**config.mk**
```make
export PLATFORM = sky130hd
export DESIGN_NAME = ucode_checkpoint_monitor_flat
export DESIGN_NICKNAME = d
export VERILOG_FILES = /design/src/rtl/ucode_checkpoint_monitor_if.sv /design/src/rtl/ucode_checkpoint_monitor.sv /design/src/flat_wrapper.sv
export SDC_FILE = /design/constraint.sdc
export NUM_CORES = 1
export LEC_CHECK = 0
export CAP_MARGIN = 20
export CELL_PAD_IN_SITES_DETAIL_PLACEMENT = 1
export CELL_PAD_IN_SITES_GLOBAL_PLACEMENT = 2
export CORE_ASPECT_RATIO = 2
export CORE_MARGIN = 1.5
export CORE_UTILIZATION = 37
export DETAILED_ROUTE_END_ITERATION = 10
export PLACE_DENSITY = 0.8
export SETUP_SLACK_MARGIN = 0.5
export SYNTH_ARGS = -nofsm -noshare
export SYNTH_HDL_FRONTEND = slang
export SYNTH_SLANG_ARGS = --single-unit
```
**constraint.sdc**
```tcl
create_clock -name clk -period 4.04 [get_ports clk]
set_clock_uncertainty 0.05 [all_clocks]
set_input_delay 1.01 -clock clk [delete_from_list [all_inputs] [get_ports clk]]
set_output_delay 1.01 -clock clk [all_outputs]
set_load 0.03 [all_outputs]
```
**src/rtl/ucode_checkpoint_monitor_if.sv**
```systemverilog
// rtl/ucode_checkpoint_monitor_if.sv - signal bundle between the microcode sequencer side and the checkpoint monitor
// Ports grouped here: table load (cfg_*), run control (start, limit), retire stream
// (retire, pc_x, pc_f, opcode_x), redirect handshake and the status outputs.
// master = sequencer/bench side, slave = monitor side.
interface ucode_checkpoint_monitor_if #(
    parameter int NCHK = 8,
    parameter int PCW  = 12,
    parameter int OPW  = 112,
    parameter int LIMW = 32
);
    localparam int IW = (NCHK > 1) ? $clog2(NCHK) : 1;

    logic            cfg_we;
    logic [IW-1:0]   cfg_idx;
    logic [2:0]      cfg_kind;
    logic [PCW-1:0]  cfg_from;
    logic [PCW-1:0]  cfg_to;
    logic [PCW-1:0]  cfg_target;
    logic [LIMW-1:0] limit;
    logic            start;
    logic            retire;
    logic [PCW-1:0]  pc_x;
    logic [PCW-1:0]  pc_f;
    logic [OPW-1:0]  opcode_x;
    logic            redirect_valid;
    logic [PCW-1:0]  redirect_pc;
    logic            redirect_ack;
    logic            hit_valid;
    logic [IW-1:0]   hit_idx;
    logic [NCHK-1:0] hit_mask;
    logic [IW:0]     pass_count;
    logic            done;
    logic [1:0]      status;
    logic [LIMW-1:0] cycles;

    modport master (
        output cfg_we, cfg_idx, cfg_kind, cfg_from, cfg_to, cfg_target,
        output limit, start, retire, pc_x, pc_f, opcode_x, redirect_ack,
        input  redirect_valid, redirect_pc, hit_valid, hit_idx, hit_mask,
        input  pass_count, done, status, cycles
    );

    modport slave (
        input  cfg_we, cfg_idx, cfg_kind, cfg_from, cfg_to, cfg_target,
        input  limit, start, retire, pc_x, pc_f, opcode_x, redirect_ack,
        output redirect_valid, redirect_pc, hit_valid, hit_idx, hit_mask,
        output pass_count, done, status, cycles
    );
endinterface

```
**src/rtl/ucode_checkpoint_monitor.sv**
```systemverilog
// rtl/ucode_checkpoint_monitor.sv - checkpoint monitor for microcode self-tests
// Ports: clk, reset (async, active-low), bus (slave modport of ucode_checkpoint_monitor_if).
// Watches retired micro-instructions against a loadable checkpoint table, reports hits,
// requests sequencer redirects on loop-exit jumps, and ends the run on fail/finish/timeout.
module ucode_checkpoint_monitor #(
    parameter int NCHK = 8,
    parameter int PCW  = 12,
    parameter int OPW  = 112,
    parameter int LIMW = 32
) (
    input  logic                        clk,
    input  logic                        reset,
    ucode_checkpoint_monitor_if.slave   bus
);
    localparam int IW = (NCHK > 1) ? $clog2(NCHK) : 1;

    localparam logic [2:0] K_OFF    = 3'd0;
    localparam logic [2:0] K_CONT   = 3'd1;
    localparam logic [2:0] K_JUMP   = 3'd2;
    localparam logic [2:0] K_FAIL   = 3'd3;
    localparam logic [2:0] K_FINISH = 3'd4;

    localparam logic [1:0] ST_NONE    = 2'd0;
    localparam logic [1:0] ST_PASS    = 2'd1;
    localparam logic [1:0] ST_FAIL    = 2'd2;
    localparam logic [1:0] ST_TIMEOUT = 2'd3;

    typedef enum logic [1:0] {S_IDLE, S_RUN, S_REDIR, S_DONE} state_t;

    state_t          state_q, state_d;
    logic [2:0]      kind_q [NCHK];
    logic [PCW-1:0]  from_q [NCHK];
    logic [PCW-1:0]  to_q   [NCHK];
    logic [PCW-1:0]  tgt_q  [NCHK];

    logic            hit_valid_q, hit_valid_d;
    logic [IW-1:0]   hit_idx_q, hit_idx_d;
    logic [NCHK-1:0] hit_mask_q, hit_mask_d;
    logic [IW:0]     pass_q, pass_d;
    logic            done_q, done_d;
    logic [1:0]      status_q, status_d;
    logic [LIMW-1:0] cycles_q, cycles_d;
    logic [LIMW-1:0] limit_q, limit_d;
    logic            rv_q, rv_d;
    logic [PCW-1:0]  rpc_q, rpc_d;

    // Table is writable only while idle so a running test sees a stable table.
    logic tbl_we;
    assign tbl_we = bus.cfg_we && (state_q == S_IDLE) && (int'(bus.cfg_idx) < NCHK);

    always_ff @(posedge clk or negedge reset) begin
        if (!reset) begin
            for (int i = 0; i < NCHK; i++) begin
                kind_q[i] <= K_OFF;
                from_q[i] <= '0;
                to_q[i]   <= '0;
                tgt_q[i]  <= '0;
            end
        end else if (tbl_we) begin
            kind_q[bus.cfg_idx] <= bus.cfg_kind;
            from_q[bus.cfg_idx] <= bus.cfg_from;
            to_q[bus.cfg_idx]   <= bus.cfg_to;
            tgt_q[bus.cfg_idx]  <= bus.cfg_target;
        end
    end

    // CONT entries recognise the loop-continue microinstruction: sequencer field 14,
    // map field 0, and the branch address field equal to the entry label.
    logic           cont_op;
    logic [PCW-1:0] a_field;
    assign cont_op = (bus.opcode_x[OPW-1:OPW-4] == 4'd14) && (bus.opcode_x[OPW-17:OPW-18] == 2'd0);
    assign a_field = PCW'(bus.opcode_x[OPW-5:OPW-16]);

    logic          fail_hit, fin_hit, jump_hit, cont_hit;
    logic [IW-1:0] fail_idx, fin_idx, jump_idx, cont_idx;

    // Scan from the top so the lowest matching index of each kind is left standing.
    always_comb begin
        fail_hit = 1'b0; fin_hit = 1'b0; jump_hit = 1'b0; cont_hit = 1'b0;
        fail_idx = '0;   fin_idx = '0;   jump_idx = '0;   cont_idx = '0;
        for (int i = NCHK - 1; i >= 0; i--) begin
            case (kind_q[i])
                K_CONT:   if (cont_op && a_field == from_q[i]) begin
                              cont_hit = 1'b1; cont_idx = IW'(i);
                          end
                K_JUMP:   if (bus.pc_x == from_q[i] && bus.pc_f == to_q[i]) begin
                              jump_hit = 1'b1; jump_idx = IW'(i);
                          end
                K_FAIL:   if (bus.pc_x == from_q[i]) begin
                              fail_hit = 1'b1; fail_idx = IW'(i);
                          end
                K_FINISH: if (bus.pc_x == from_q[i]) begin
                              fin_hit = 1'b1; fin_idx = IW'(i);
                          end
                default:  ;
            endcase
        end
    end

    logic          win_hit, win_counts;
    logic [IW-1:0] win_idx;
    assign win_hit    = fail_hit | fin_hit | jump_hit | cont_hit;
    assign win_idx    = fail_hit ? fail_idx : fin_hit ? fin_idx : jump_hit ? jump_idx : cont_idx;
    assign win_counts = !fail_hit && !fin_hit;

    logic            timeout;
    logic [LIMW-1:0] cyc_inc;
    assign timeout = (limit_q != '0) && (cycles_q == limit_q - LIMW'(1));
    assign cyc_inc = (&cycles_q) ? cycles_q : cycles_q + LIMW'(1);

    always_comb begin
        state_d     = state_q;
        hit_valid_d = 1'b0;
        hit_idx_d   = hit_idx_q;
        hit_mask_d  = hit_mask_q;
        pass_d      = pass_q;
        done_d      = done_q;
        status_d    = status_q;
        cycles_d    = cycles_q;
        limit_d     = limit_q;
        rv_d        = rv_q;
        rpc_d       = rpc_q;
        case (state_q)
            S_IDLE, S_DONE: begin
                if (bus.start) begin
                    state_d    = S_RUN;
                    hit_mask_d = '0;
                    pass_d     = '0;
                    cycles_d   = '0;
                    status_d   = ST_NONE;
                    done_d     = 1'b0;
                    limit_d    = bus.limit;
                end
            end
            S_RUN: begin
                cycles_d = cyc_inc;
                if (bus.retire && win_hit) begin
                    hit_valid_d         = 1'b1;
                    hit_idx_d           = win_idx;
                    hit_mask_d[win_idx] = 1'b1;
                    if (win_counts && !hit_mask_q[win_idx])
                        pass_d = pass_q + (IW+1)'(1);
                end
                // Fail/finish beat a timeout on the same edge; a timeout beats a jump.
                if (bus.retire && fail_hit) begin
                    state_d = S_DONE; done_d = 1'b1; status_d = ST_FAIL;
                end else if (bus.retire && fin_hit) begin
                    state_d = S_DONE; done_d = 1'b1; status_d = ST_PASS;
                end else if (timeout) begin
                    state_d = S_DONE; done_d = 1'b1; status_d = ST_TIMEOUT;
                end else if (bus.retire && jump_hit) begin
                    state_d = S_REDIR; rv_d = 1'b1; rpc_d = tgt_q[jump_idx];
                end
            end
            S_REDIR: begin
                cycles_d = cyc_inc;
                if (timeout) begin
                    state_d = S_DONE; done_d = 1'b1; status_d = ST_TIMEOUT; rv_d = 1'b0;
                end else if (bus.redirect_ack) begin
                    state_d = S_RUN; rv_d = 1'b0;
                end
            end
            default: state_d = S_IDLE;
        endcase
    end

    always_ff @(posedge clk or negedge reset) begin
        if (!reset) begin
            state_q     <= S_IDLE;
            hit_valid_q <= 1'b0;
            hit_idx_q   <= '0;
            hit_mask_q  <= '0;
            pass_q      <= '0;
            done_q      <= 1'b0;
            status_q    <= ST_NONE;
            cycles_q    <= '0;
            limit_q     <= '0;
            rv_q        <= 1'b0;
            rpc_q       <= '0;
        end else begin
            state_q     <= state_d;
            hit_valid_q <= hit_valid_d;
            hit_idx_q   <= hit_idx_d;
            hit_mask_q  <= hit_mask_d;
            pass_q      <= pass_d;
            done_q      <= done_d;
            status_q    <= status_d;
            cycles_q    <= cycles_d;
            limit_q     <= limit_d;
            rv_q        <= rv_d;
            rpc_q       <= rpc_d;
        end
    end

    assign bus.hit_valid      = hit_valid_q;
    assign bus.hit_idx        = hit_idx_q;
    assign bus.hit_mask       = hit_mask_q;
    assign bus.pass_count     = pass_q;
    assign bus.done           = done_q;
    assign bus.status         = status_q;
    assign bus.cycles         = cycles_q;
    assign bus.redirect_valid = rv_q;
    assign bus.redirect_pc    = rpc_q;
endmodule
```
**src/flat_wrapper.sv**
```systemverilog
// flat-port wrapper written by rule: the top's interface ports become plain ports
module ucode_checkpoint_monitor_flat 
#(
    parameter int NCHK = 8,
    parameter int PCW  = 12,
    parameter int OPW  = 112,
    parameter int LIMW = 32
)
  (clk, reset, bus_cfg_we, bus_cfg_idx, bus_cfg_kind, bus_cfg_from, bus_cfg_to, bus_cfg_target, bus_limit, bus_start, bus_retire, bus_pc_x, bus_pc_f, bus_opcode_x, bus_redirect_ack, bus_redirect_valid, bus_redirect_pc, bus_hit_valid, bus_hit_idx, bus_hit_mask, bus_pass_count, bus_done, bus_status, bus_cycles);
  ucode_checkpoint_monitor_if #(.NCHK(NCHK), .PCW(PCW), .OPW(OPW), .LIMW(LIMW)) bus_i ();
  input  logic clk;
  input  logic reset;
  input wire logic [$bits(bus_i.cfg_we)-1:0] bus_cfg_we;
  input wire logic [$bits(bus_i.cfg_idx)-1:0] bus_cfg_idx;
  input wire logic [$bits(bus_i.cfg_kind)-1:0] bus_cfg_kind;
  input wire logic [$bits(bus_i.cfg_from)-1:0] bus_cfg_from;
  input wire logic [$bits(bus_i.cfg_to)-1:0] bus_cfg_to;
  input wire logic [$bits(bus_i.cfg_target)-1:0] bus_cfg_target;
  input wire logic [$bits(bus_i.limit)-1:0] bus_limit;
  input wire logic [$bits(bus_i.start)-1:0] bus_start;
  input wire logic [$bits(bus_i.retire)-1:0] bus_retire;
  input wire logic [$bits(bus_i.pc_x)-1:0] bus_pc_x;
  input wire logic [$bits(bus_i.pc_f)-1:0] bus_pc_f;
  input wire logic [$bits(bus_i.opcode_x)-1:0] bus_opcode_x;
  input wire logic [$bits(bus_i.redirect_ack)-1:0] bus_redirect_ack;
  output wire logic [$bits(bus_i.redirect_valid)-1:0] bus_redirect_valid;
  output wire logic [$bits(bus_i.redirect_pc)-1:0] bus_redirect_pc;
  output wire logic [$bits(bus_i.hit_valid)-1:0] bus_hit_valid;
  output wire logic [$bits(bus_i.hit_idx)-1:0] bus_hit_idx;
  output wire logic [$bits(bus_i.hit_mask)-1:0] bus_hit_mask;
  output wire logic [$bits(bus_i.pass_count)-1:0] bus_pass_count;
  output wire logic [$bits(bus_i.done)-1:0] bus_done;
  output wire logic [$bits(bus_i.status)-1:0] bus_status;
  output wire logic [$bits(bus_i.cycles)-1:0] bus_cycles;
  assign bus_i.cfg_we = bus_cfg_we;
  assign bus_i.cfg_idx = bus_cfg_idx;
  assign bus_i.cfg_kind = bus_cfg_kind;
  assign bus_i.cfg_from = bus_cfg_from;
  assign bus_i.cfg_to = bus_cfg_to;
  assign bus_i.cfg_target = bus_cfg_target;
  assign bus_i.limit = bus_limit;
  assign bus_i.start = bus_start;
  assign bus_i.retire = bus_retire;
  assign bus_i.pc_x = bus_pc_x;
  assign bus_i.pc_f = bus_pc_f;
  assign bus_i.opcode_x = bus_opcode_x;
  assign bus_i.redirect_ack = bus_redirect_ack;
  assign bus_redirect_valid = bus_i.redirect_valid;
  assign bus_redirect_pc = bus_i.redirect_pc;
  assign bus_hit_valid = bus_i.hit_valid;
  assign bus_hit_idx = bus_i.hit_idx;
  assign bus_hit_mask = bus_i.hit_mask;
  assign bus_pass_count = bus_i.pass_count;
  assign bus_done = bus_i.done;
  assign bus_status = bus_i.status;
  assign bus_cycles = bus_i.cycles;
  ucode_checkpoint_monitor #(.NCHK(NCHK), .PCW(PCW), .OPW(OPW), .LIMW(LIMW)) u_core (.clk(clk), .reset(reset), .bus(bus_i));
endmodule
```
# After elaboration in Yosys (flattened, before gate mapping)
# Cells that the tools add are included.
[classes]
n_addsub = 3
multipliers = 0
n_div = 0
magnitude_cmp = 5
eq_ne = 71
n_shift = 0
mux = 181
bitwise_logic = 9
n_reduce_logical = 46
[op_table]
columns = ["op", "count"]
rows = [
  ["$bwmux 96", 3],
  ["$eq 12x12->1", 24],
  ["$mux 3", 67],
  ["$mux 1", 77],
  ["$mux 32", 2],
  ["$pmux 32 s2", 1],
  ["$eq 3x2->1 const B", 16],
  ["$bmux 12 s3", 1],
  ["$demux 12 s3", 1],
  ["$mux 12", 3],
  ["$add 32x1->32 const B", 1],
  ["$eq 32x32->1", 1],
  ["$reduce_and 32->1", 1],
  ["$reduce_bool 32->1", 1],
  ["$sub 32x1->32 const B", 1],
  ["$logic_and 1x1->1", 27],
  ["$bwmux 24", 1],
  ["$eq 3x1->1 const B", 8],
  ["$eq 3x3->1 const B", 8],
  ["$mux 2", 11],
  ["$mux 8", 2],
  ["$pmux 8 s2", 1],
  ["$mux 4", 3],
  ["$pmux 2 s3", 2],
  ["other kinds (31)", 52],
]
[totals]
ff_bits = 410
latchBits = 0
mem_bits_rw = 0
rom_bits = 0
input_bits = 216
output_inout_bits = 64
word_cells = 358
mem_count = 0

# Longest topological paths before layout
# Gate-level depths: netlist of the first run.
[logic_depth]
word_depth = 29
ltp_mapped = 14
depth_no_buf = 13

# Least setup slack after synthesis of the first run
# OpenSTA, ideal clock, no wires.
[synth_path]
path_kind = "input -> register"
start = "input bus_pc_x[10]"
end = "register u_core.rpc_q[3] (netlist: u_core.bus.redirect_pc[3])"
t_arrival_ns = 3.768
required_time_ns = 3.863
setup_slack_ns = 0.094
stages = 11
path_buffers = 2
cell_sequence = "buf_4 -> xor2_1 -> nor4_2 -> nand4_1 -> o2bb2a_4 -> a2111oi_4 -> buf_2 -> mux2_2 -> o21ai_0 -> o21ai_1 -> mux2_1"
[synth_via]
elab_chain_cells = 22
word_cells_on_any_way = 89
classes_between = "8 x eq/ne; 66 x mux; 3 x bitwise; 12 x reduce/logical"
[synth_lines]
columns = ["element", "line_no", "text"]
rows = [
  ["from (decl)", "flat_wrapper.sv:22", "input wire logic [$bits(bus_i.pc_x)-1:0] bus_pc_x;"],
  ["$eq 12x12->1", "ucode_checkpoint_monitor.sv:86, ucode_checkpoint_monitor.sv:89, ucode_checkpoint_monitor.sv:92", ""],
  ["$logic_and 1x1->1", "ucode_checkpoint_monitor.sv:86", "K_JUMP: if (bus.pc_x == from_q[i] && bus.pc_f == to_q[i]) begin"],
  ["$mux 3", "ucode_checkpoint_monitor.sv:86", ""],
  ["$mux 3", "ucode_checkpoint_monitor.sv:82", "case (kind_q[i])"],
  ["$mux 3", "ucode_checkpoint_monitor.sv:86", ""],
  ["$mux 3", "ucode_checkpoint_monitor.sv:82", ""],
  ["$mux 3", "ucode_checkpoint_monitor.sv:86", ""],
  ["$mux 3", "ucode_checkpoint_monitor.sv:82", ""],
  ["[5 not listed]", "-", ""],
  ["$mux 3", "ucode_checkpoint_monitor.sv:82", ""],
  ["$mux 3", "ucode_checkpoint_monitor.sv:86", ""],
  ["$mux 3", "ucode_checkpoint_monitor.sv:82", ""],
  ["$mux 3", "ucode_checkpoint_monitor.sv:86", ""],
  ["$mux 3", "ucode_checkpoint_monitor.sv:82", ""],
  ["$not 3->4 (not written as such)", "ucode_checkpoint_monitor.sv:152", "state_d = S_REDIR; rv_d = 1'b1; rpc_d = tgt_q[jump_idx];"],
  ["$bmux 12 s3", "ucode_checkpoint_monitor.sv:152", ""],
  ["$mux 12 (not written as such) (2 in series)", "ucode_checkpoint_monitor.sv:152", ""],
  ["to (signal assigned)", "ucode_checkpoint_monitor.sv:191", "rpc_q <= rpc_d;"],
  ["to (decl)", "ucode_checkpoint_monitor.sv:45", "logic [PCW-1:0] rpc_q, rpc_d;"],
]
# Parallel ways exist; a longest one is shown, timed or not. The select of a mux whose other input is x is not followed.
# A chain may end at the register's enable or synchronous reset.

# Worst setup path after layout of the first run
[layout_path]
start = "input bus_pc_f[5]"
end = "register u_core.rpc_q[7] (netlist: u_core.bus.redirect_pc[7])"
[layout_via]
elab_chain_cells = 22
word_cells_on_any_way = 54
classes_between = "8 x eq/ne; 35 x mux; 1 x bitwise; 10 x reduce/logical"
[layout_lines]
columns = ["element", "line_no", "text"]
rows = [
  ["from (decl)", "flat_wrapper.sv:23", "input wire logic [$bits(bus_i.pc_f)-1:0] bus_pc_f;"],
  ["$eq 12x12->1", "ucode_checkpoint_monitor.sv:86", ""],
  ["$logic_and 1x1->1", "ucode_checkpoint_monitor.sv:86", ""],
  ["$mux 3", "ucode_checkpoint_monitor.sv:86", ""],
  ["$mux 3", "ucode_checkpoint_monitor.sv:82", ""],
  ["$mux 3", "ucode_checkpoint_monitor.sv:86", ""],
  ["$mux 3", "ucode_checkpoint_monitor.sv:82", ""],
  ["$mux 3", "ucode_checkpoint_monitor.sv:86", ""],
  ["$mux 3", "ucode_checkpoint_monitor.sv:82", ""],
  ["[5 not listed]", "-", ""],
  ["$mux 3", "ucode_checkpoint_monitor.sv:82", ""],
  ["$mux 3", "ucode_checkpoint_monitor.sv:86", ""],
  ["$mux 3", "ucode_checkpoint_monitor.sv:82", ""],
  ["$mux 3", "ucode_checkpoint_monitor.sv:86", ""],
  ["$mux 3", "ucode_checkpoint_monitor.sv:82", ""],
  ["$not 3->4 (not written as such)", "ucode_checkpoint_monitor.sv:152", ""],
  ["$bmux 12 s3", "ucode_checkpoint_monitor.sv:152", ""],
  ["$mux 12 (not written as such) (2 in series)", "ucode_checkpoint_monitor.sv:152", ""],
]
# Parallel ways exist; a longest one is shown, timed or not. The select of a mux whose other input is x is not followed.

==> run summary, run 1 <==
IO buf count - 185
Post-synthesis instance area - 23700 sq um
Setup repair after global routing missed its margin - true
Critical path launch point type - input pin
Iteration count of the initial detailed-routing pass - 5
Global placer's final weighted congestion - 0.962
Synthesis Warnings - 0
Post-CTS Hold Buffers - 0
FF-to-FF path depth - 12
Worst-case setup slack after placement - -0.928 ns
Worst-margin pin slew - 0.731 ns
Num CTS Buffers - 42
Max_slew headroom - 51.3%
Total number of H-tree levels - 2
Lkg Pwr - 14.0 nW
Number of max-cap violations - 0
Register-to-register setup slack - 0.36 ns
Die X - 182 um
Maximum operating frequency - 259 MHz
Floorplan Core Area - 63400 sq um
Placed wire-length estimate after detailed placement - 60000 um
Iteration-0 DRC Markers - 1064
DRC - 0
Worst EP required - 4.49 ns
Highest net fanout along the worst path - 6
Share of final-layout standard cells stronger than drive strength 1 - 41.5%
Initial antenna violation count - 0
Number of distinct library cells after synthesis - 91
Max-slew violation count - 0
Async S/R FF share, synth - 100%
Ratio of routed vias to standard cells - 5.62
Endpoints failing hold - 0
Register bit count reported by yosys - 410
Number of top-level pins - 280
Routed WL - 86700 um
Endpoint class of the critical path - register
Number of antenna diodes - 0
Max IR drop VDD - 0.000349 V
Start of the worst register-to-register path - u_core.kind_q[1]
Average cell area after synthesis - 10.8 sq um
Global-route congestion overflow total - 0
Number of synthesized flops with an enable pin - 0
Vertical die dimension - 361 um
CTS max path bufs - 3
Final nets - 2953
Number of nets in the synthesized netlist - 2422
Via count of the first global-routing pass - 22.1k
Largest net degree at the start of global routing - 86
Result of the run - completed
Area growth, synth to finish - 42.2%
Data arrival time at the worst-slack endpoint - 4.31 ns
Share of the yosys chip area belonging to registers - 43.4%
Final period utilization - 95.5%
Vias after detailed routing - 20.0k
Row count - 131
CTS Sinks - 410
Critical setup path kind - in2reg
Starting density of the core - 37.3%
Post-synth top flop - sky130_fd_sc_hd__dfrtp_1
Post-route insts no fill - 3562
Gate count after technology mapping - 2200
Final min period - 3.86 ns
Global-route total usage across every layer - 26.1%
Worst-Skew Late Latency - 0.61 ns
Cell chosen for the clock root - sky130_fd_sc_hd__clkbuf_16
CTS tree - built
First-pass GRT wire length - 132000 um
Total placed cells including tap cells - 3387
Area of the die - 65500 sq um
Wire length per cell - 24.4 um
Post-route ant nets - 0
Worst min-delay path category - in2async
RR Endpoint - u_core.bus.pass_count[3]
Final count of negative-setup-slack endpoints - 0
Clock slew at the register clock pins of the worst setup and hold paths - 0.06 ns
Worst Slack Setup Final - 0.182 ns
Power density normalized to cell area - 606 nW/um^2
==> where the power goes <==
part           total (mW)  internal (mW)  switching (mW)
Sequential           7.74           5.79            1.94
Clock                4.08           2.25            1.83
Combinational        8.56           4.36            4.19
Total                20.4           12.4            7.97
==> metrics by stage <==
step                total power [mW]  setup TNS, ns  cell area [sq um]  util (%)  hold WS [ns]
CTS                             19.8              0              32600      51.4         0.353
global placement                14.3         -22.59              29000      45.7         0.410
finish                          20.4              0              33600      53.0         0.338
detailed placement              14.7         -24.79              29000      45.7         0.428
global route                    21.4              0              33600      53.0         0.373
floorplan                       11.7              0              23900         -         0.421
==> placed cells by master, fill, tap and decap left out, types with 13 or more instances in the layout <==
master                            Yosys  layout
sky130_fd_sc_hd__clkdlybuf4s50_1      0     142
sky130_fd_sc_hd__o21ai_0             47      32
sky130_fd_sc_hd__nand3_1             44      43
sky130_fd_sc_hd__nand2_1            182     179
sky130_fd_sc_hd__dlygate4sd2_1        0      18
sky130_fd_sc_hd__inv_1               31      31
sky130_fd_sc_hd__nor4_4               1      21
sky130_fd_sc_hd__buf_12               0      43
sky130_fd_sc_hd__o21ai_2              0      13
sky130_fd_sc_hd__xor2_1             199     129
sky130_fd_sc_hd__and3_1              13      13
sky130_fd_sc_hd__nor3b_1             18      16
sky130_fd_sc_hd__dfrtp_1            410     410
sky130_fd_sc_hd__mux2i_1             31      29
sky130_fd_sc_hd__xor2_4               0      15
sky130_fd_sc_hd__nor2_1              89      76
sky130_fd_sc_hd__mux2_4               0      18
sky130_fd_sc_hd__nor3_1              42      33
sky130_fd_sc_hd__o21ai_1             19      20
sky130_fd_sc_hd__buf_4                7     313
sky130_fd_sc_hd__nor4_1              74      49
sky130_fd_sc_hd__mux2_2             322     316
sky130_fd_sc_hd__xnor2_1            157     103
sky130_fd_sc_hd__buf_6                8      47
sky130_fd_sc_hd__nand4_1             85      85
sky130_fd_sc_hd__nor4_2              20      25
sky130_fd_sc_hd__nor2b_1             23      20
sky130_fd_sc_hd__xnor2_4              0      14
sky130_fd_sc_hd__xor2_2               0      55
sky130_fd_sc_hd__clkbuf_16            0      43
sky130_fd_sc_hd__xnor2_2              0      40
sky130_fd_sc_hd__a21oi_1             41      35
sky130_fd_sc_hd__nand2b_1            19      18
==> layer usage <==
layer | global-route usage, % | vias up | wire length (um)
met5 | 0 | - | 0
met4 | 9.35 | 0 | 3170
met3 | 3.05 | 165 | 3400
met2 | 45.5 | 554 | 43400
met1 | 33.2 | 10400 | 36800
li1 | - | 8936 | -
==> cells in the mapped netlist, drive strengths merged (12+ instances only) <==
library cell	number	area, sq um
dfrtp	410	10300
mux2	334	3760
xor2	199	1740
nand2	182	683
xnor2	157	1380
nor4	95	734
nor2	89	334
nand4	87	557
buf	66	377
o21ai	66	330
nand3	45	230
nor3	44	230
a21oi	42	214
clkbuf	42	158
inv	31	116
mux2i	31	310
nor2b	23	144
nand2b	19	119
or4	19	146
nor3b	18	135
a211oi	17	133
and3	15	104
and4	12	105
or3	12	75.1
==> layout make-up <==
class	count	area [sq um]
clock buffers	56	1160
clock inverters	21	244
fillers	6594	29800
inverters	31	116
multi-input cells	1651	15100
flip-flops and latches	410	10300
well taps	798	998
repair buffers	595	5730
==> kinds of logic after synthesis <==
kind of cell	count (synthesis)	synth area share [%]
compound gates	213	6.12
xor+xnor	356	13.2
fa+ha+maj	6	0.317
buf+inv	139	2.75
flops	410	43.4
mux	365	17.2
simple gates	711	17.0
==> sequential cells by signal (all words and copies together) (netlist names), 2 cells and up <==
register                flops
u_core.from_q              96
u_core.tgt_q               96
u_core.to_q                96
u_core.bus.cycles          32
u_core.limit_q             32
u_core.kind_q              24
u_core.bus.redirect_pc     12
u_core.bus.hit_mask         8
u_core.bus.pass_count       4
u_core.bus.hit_idx          3
u_core.bus.status           2
u_core.state_q              2
==> how the worst max path moves through the flow <==
| stage | start | endpoint | slack (ns) | cells past startpoint |
|---|---|---|---|---|
| after CTS | bus_pc_x[6] | u_core.bus.pass_count[2] | 0.36 | 17 |
| after global routing | bus_pc_f[5] | u_core.bus.redirect_pc[8] | 0.08 | 16 |
| after floorplan | bus_pc_x[2] | u_core.bus.pass_count[3] | 0.20 | 11 |
| after detailed placement | bus_pc_x[6] | u_core.bus.redirect_pc[5] | -0.93 | 14 |
| final | bus_pc_f[5] | u_core.bus.redirect_pc[7] | 0.18 | 15 |
| after global placement | bus_pc_x[6] | u_core.bus.redirect_pc[3] | -0.84 | 14 |
==> what timing repair did <==
item / CTS / global route
setup endpoints to repair: 34 / 31
setup buffers: 63 / 30
pin swaps: 121 / 70
cloned: 4 / 1
resized for setup: 360 / 144
==> critical path, stage by stage <==
cell and delay (ns):
sky130_fd_sc_hd__dlygate4sd2_1 0.26, sky130_fd_sc_hd__buf_12 0.16, sky130_fd_sc_hd__xor2_2 0.20, sky130_fd_sc_hd__nor4_2 0.38
sky130_fd_sc_hd__nand4_1 0.18, sky130_fd_sc_hd__buf_6 0.17, sky130_fd_sc_hd__o2bb2a_4 0.21, sky130_fd_sc_hd__a2111oi_4 0.43
sky130_fd_sc_hd__buf_6 0.24, sky130_fd_sc_hd__buf_6 0.14, sky130_fd_sc_hd__buf_8 0.12, sky130_fd_sc_hd__mux2_4 0.31
sky130_fd_sc_hd__o21ai_2 0.14, sky130_fd_sc_hd__o21ai_1 0.08, sky130_fd_sc_hd__mux2_4 0.26
Power figures use the tool's default switching activity.
==> run 2, diff against run 1 <==
--- a/config.mk
+++ b/config.mk
@@ -11,7 +11,9 @@
 export CORE_ASPECT_RATIO = 2
 export CORE_MARGIN = 1.5
 export CORE_UTILIZATION = 37
+export CTS_BUF_LIST = sky130_fd_sc_hd__clkbuf_16
 export DETAILED_ROUTE_END_ITERATION = 10
+export GPL_TIMING_DRIVEN = 0
 export PLACE_DENSITY = 0.8
 export SETUP_SLACK_MARGIN = 0.5
 export SYNTH_ARGS = -nofsm -noshare
==> run 2 against run 1 <==
Net effect: critical path depth decreased by 3; critical endpoint is now u_core.bus.pass_count[2]; worst setup slack better by 0.14 ns; utilization down 5.5 points.
==> run summary, run 2 (synthesis gave the netlist of run 1 again) <==
Result of the run - completed
Largest stage delay on the critical path - 0.59 ns
Post-route ant nets - 0
Data arrival time at the worst-slack endpoint - 4.14 ns
RR Endpoint - u_core.bus.pass_count[2]
Overall power - 18.7 mW
Cell with the largest stage delay on the worst path - sky130_fd_sc_hd__nor3b_1
Biggest regs - u_core.from_q: 96 flops, u_core.tgt_q: 96 flops, u_core.to_q: 96 flops
Start of the worst register-to-register path - u_core.kind_q[1]
Placed wire-length estimate after detailed placement - 60000 um
Cell chosen for the clock root - sky130_fd_sc_hd__clkbuf_16
Cell chain of the critical path - nor3b_1 > nand4_1 > or4_4 > nand4_1 > buf_4 > nor4bb_2 > o31a_1 > o21ba_4 > o211ai_1 > and3_4 > o41ai_2 > a21oi_1
Largest net degree at the start of global routing - 108
CTS tree - built
Worst Slack Setup Final - 0.319 ns
Worst min-delay path category - in2async
CTS max path bufs - 3
Routed WL - 81400 um
Total number of H-tree levels - 2
CTS Sinks - 410
Final count of negative-setup-slack endpoints - 0
IO buf count - 149
Endpoint class of the critical path - register
FF-to-FF path depth - 12
Worst-Skew Late Latency - 0.61 ns
Register-to-register setup slack - 0.32 ns
Highest net fanout along the worst path - 5
Row count - 131
Worst EP required - 4.46 ns
First-pass GRT wire length - 124000 um
Global-route total usage across every layer - 24.8%
Final period utilization - 92.1%
Max-slew violation count - 0
Vertical die dimension - 361 um
Maximum operating frequency - 269 MHz
Max IR drop VDD - 0.000411 V
Number of max-cap violations - 0
Area of the die - 65500 sq um
Setup repair after global routing missed its margin - true
Worst-case setup slack after placement - -1.21 ns
Endpoints failing hold - 0
Power density normalized to cell area - 619 nW/um^2
Via count of the first global-routing pass - 20.2k
Worst-margin pin slew - 1.09 ns
Global placer's final weighted congestion - 0.925
Num CTS Buffers - 43
Critical path launch point type - register
DRC - 0
Final nets - 2699
Share of final-layout standard cells stronger than drive strength 1 - 30.3%
Vias after detailed routing - 18.6k
Max_slew headroom - 27.2%
Floorplan Core Area - 63400 sq um
Lkg Pwr - 12.3 nW
Area growth, synth to finish - 27.5%
Number of top-level pins - 280
Cell repeated most along the worst path - sky130_fd_sc_hd__nand4_1
Initial antenna violation count - 1
Starting density of the core - 37.3%
Final min period - 3.72 ns
Top library cells by usage in the layout, fill and taps aside - sky130_fd_sc_hd__dfrtp_1 (403), sky130_fd_sc_hd__mux2_2 (322), sky130_fd_sc_hd__nand2_1 (180)
Iteration-0 DRC Markers - 981
Critical setup path kind - reg2reg
Die X - 182 um
Wire length per cell - 24.6 um
Leading cell type in the layout, fill and taps excluded - sky130_fd_sc_hd__dfrtp_1
Clock slew at the register clock pins of the worst setup and hold paths - 0.07 ns
Global-route congestion overflow total - 0
Ratio of routed vias to standard cells - 5.62
Iteration count of the initial detailed-routing pass - 4
-- run 2: cell types whose count changed in the layout (fill, tap and decap cells not counted), sizes merged, moves of 2 or more --
cell           before  now
clkinv             14   16
buf               424  143
clkdlybuf4s15       8    1
dlygate4sd2        18    5
clkbuf             59   92
inv                33   45
-- run 2: worst max-delay path: cells and delay by family (launching register included) --
kind	cells	cell delay, ns
buffers and inverters	1	0.16
and+or+nand+nor	6	2.01
DFF	1	0.41
AOI/OAI and AO/OA	5	0.95
-- run 2: cell type report --
type,count,area (sq um)
clock inverters,33,236
inverters,31,116
fillers,6729,33300
multi-input cells,1651,14300
repair buffers,232,2270
diodes,1,2.50
clock buffers,43,1080
plain buffers,108,843
well taps,798,998
flip-flops and latches,410,10300
-- run 2: worst max-delay path by stage --
stage	startpoint	end	slack (ns)	depth (start not counted)
floorplan	bus_pc_x[2]	u_core.bus.pass_count[3]	0.20	11
global placement	reset	u_core.tgt_q[16]	-16.97	1
detailed placement	bus_opcode_x[95]	u_core.bus.pass_count[2]	-1.21	12
CTS	bus_pc_x[2]	u_core.bus.pass_count[2]	0.45	12
global route	bus_opcode_x[108]	u_core.bus.pass_count[2]	0.29	15
finish	u_core.kind_q[1]	u_core.bus.pass_count[2]	0.32	12
-- run 2: layer usage --
layer	global-route usage [%]	routed length [um]	vias to the layer above
met5	0	11	-
met4	7.58	2500	2
met3	3.67	3520	130
met2	42.3	39700	417
met1	32.4	35700	9607
li1	-	-	8435
-- run 2: what timing repair did --
action / CTS / global route
resized for setup: 180 / 144
gates cloned: 0 / 2
setup buffers: 55 / 22
hold buffers: 0 / 0
endpoints found under the setup margin: 36 / 44
pin swaps: 60 / 57
-- run 2: where the power goes --
group	internal [mW]	total [mW]	switching, mW	leakage, nW
sequential	5.80	7.50	1.70	5.23
combinational	3.48	7.30	3.81	6.34
clock	2.07	3.89	1.81	0.694
-- run 2: metrics by stage --
stage / TNS, ns / util [%] / std cells / area [sq um] / hold WS (ns)
2_1_floorplan: 0 / - / 2200 / 23900 / 0.421
3_3_place_gp: -6946.07 / 41.6 / 3147 / 26400 / 0.416
3_5_place_dp: -25.40 / 41.8 / 3151 / 26500 / 0.426
4_1_cts: 0 / 46.0 / 3282 / 29200 / 0.248
5_1_grt: 0 / 47.5 / 3306 / 30200 / 0.265
6_report: 0 / 47.5 / 3307 / 30200 / 0.247
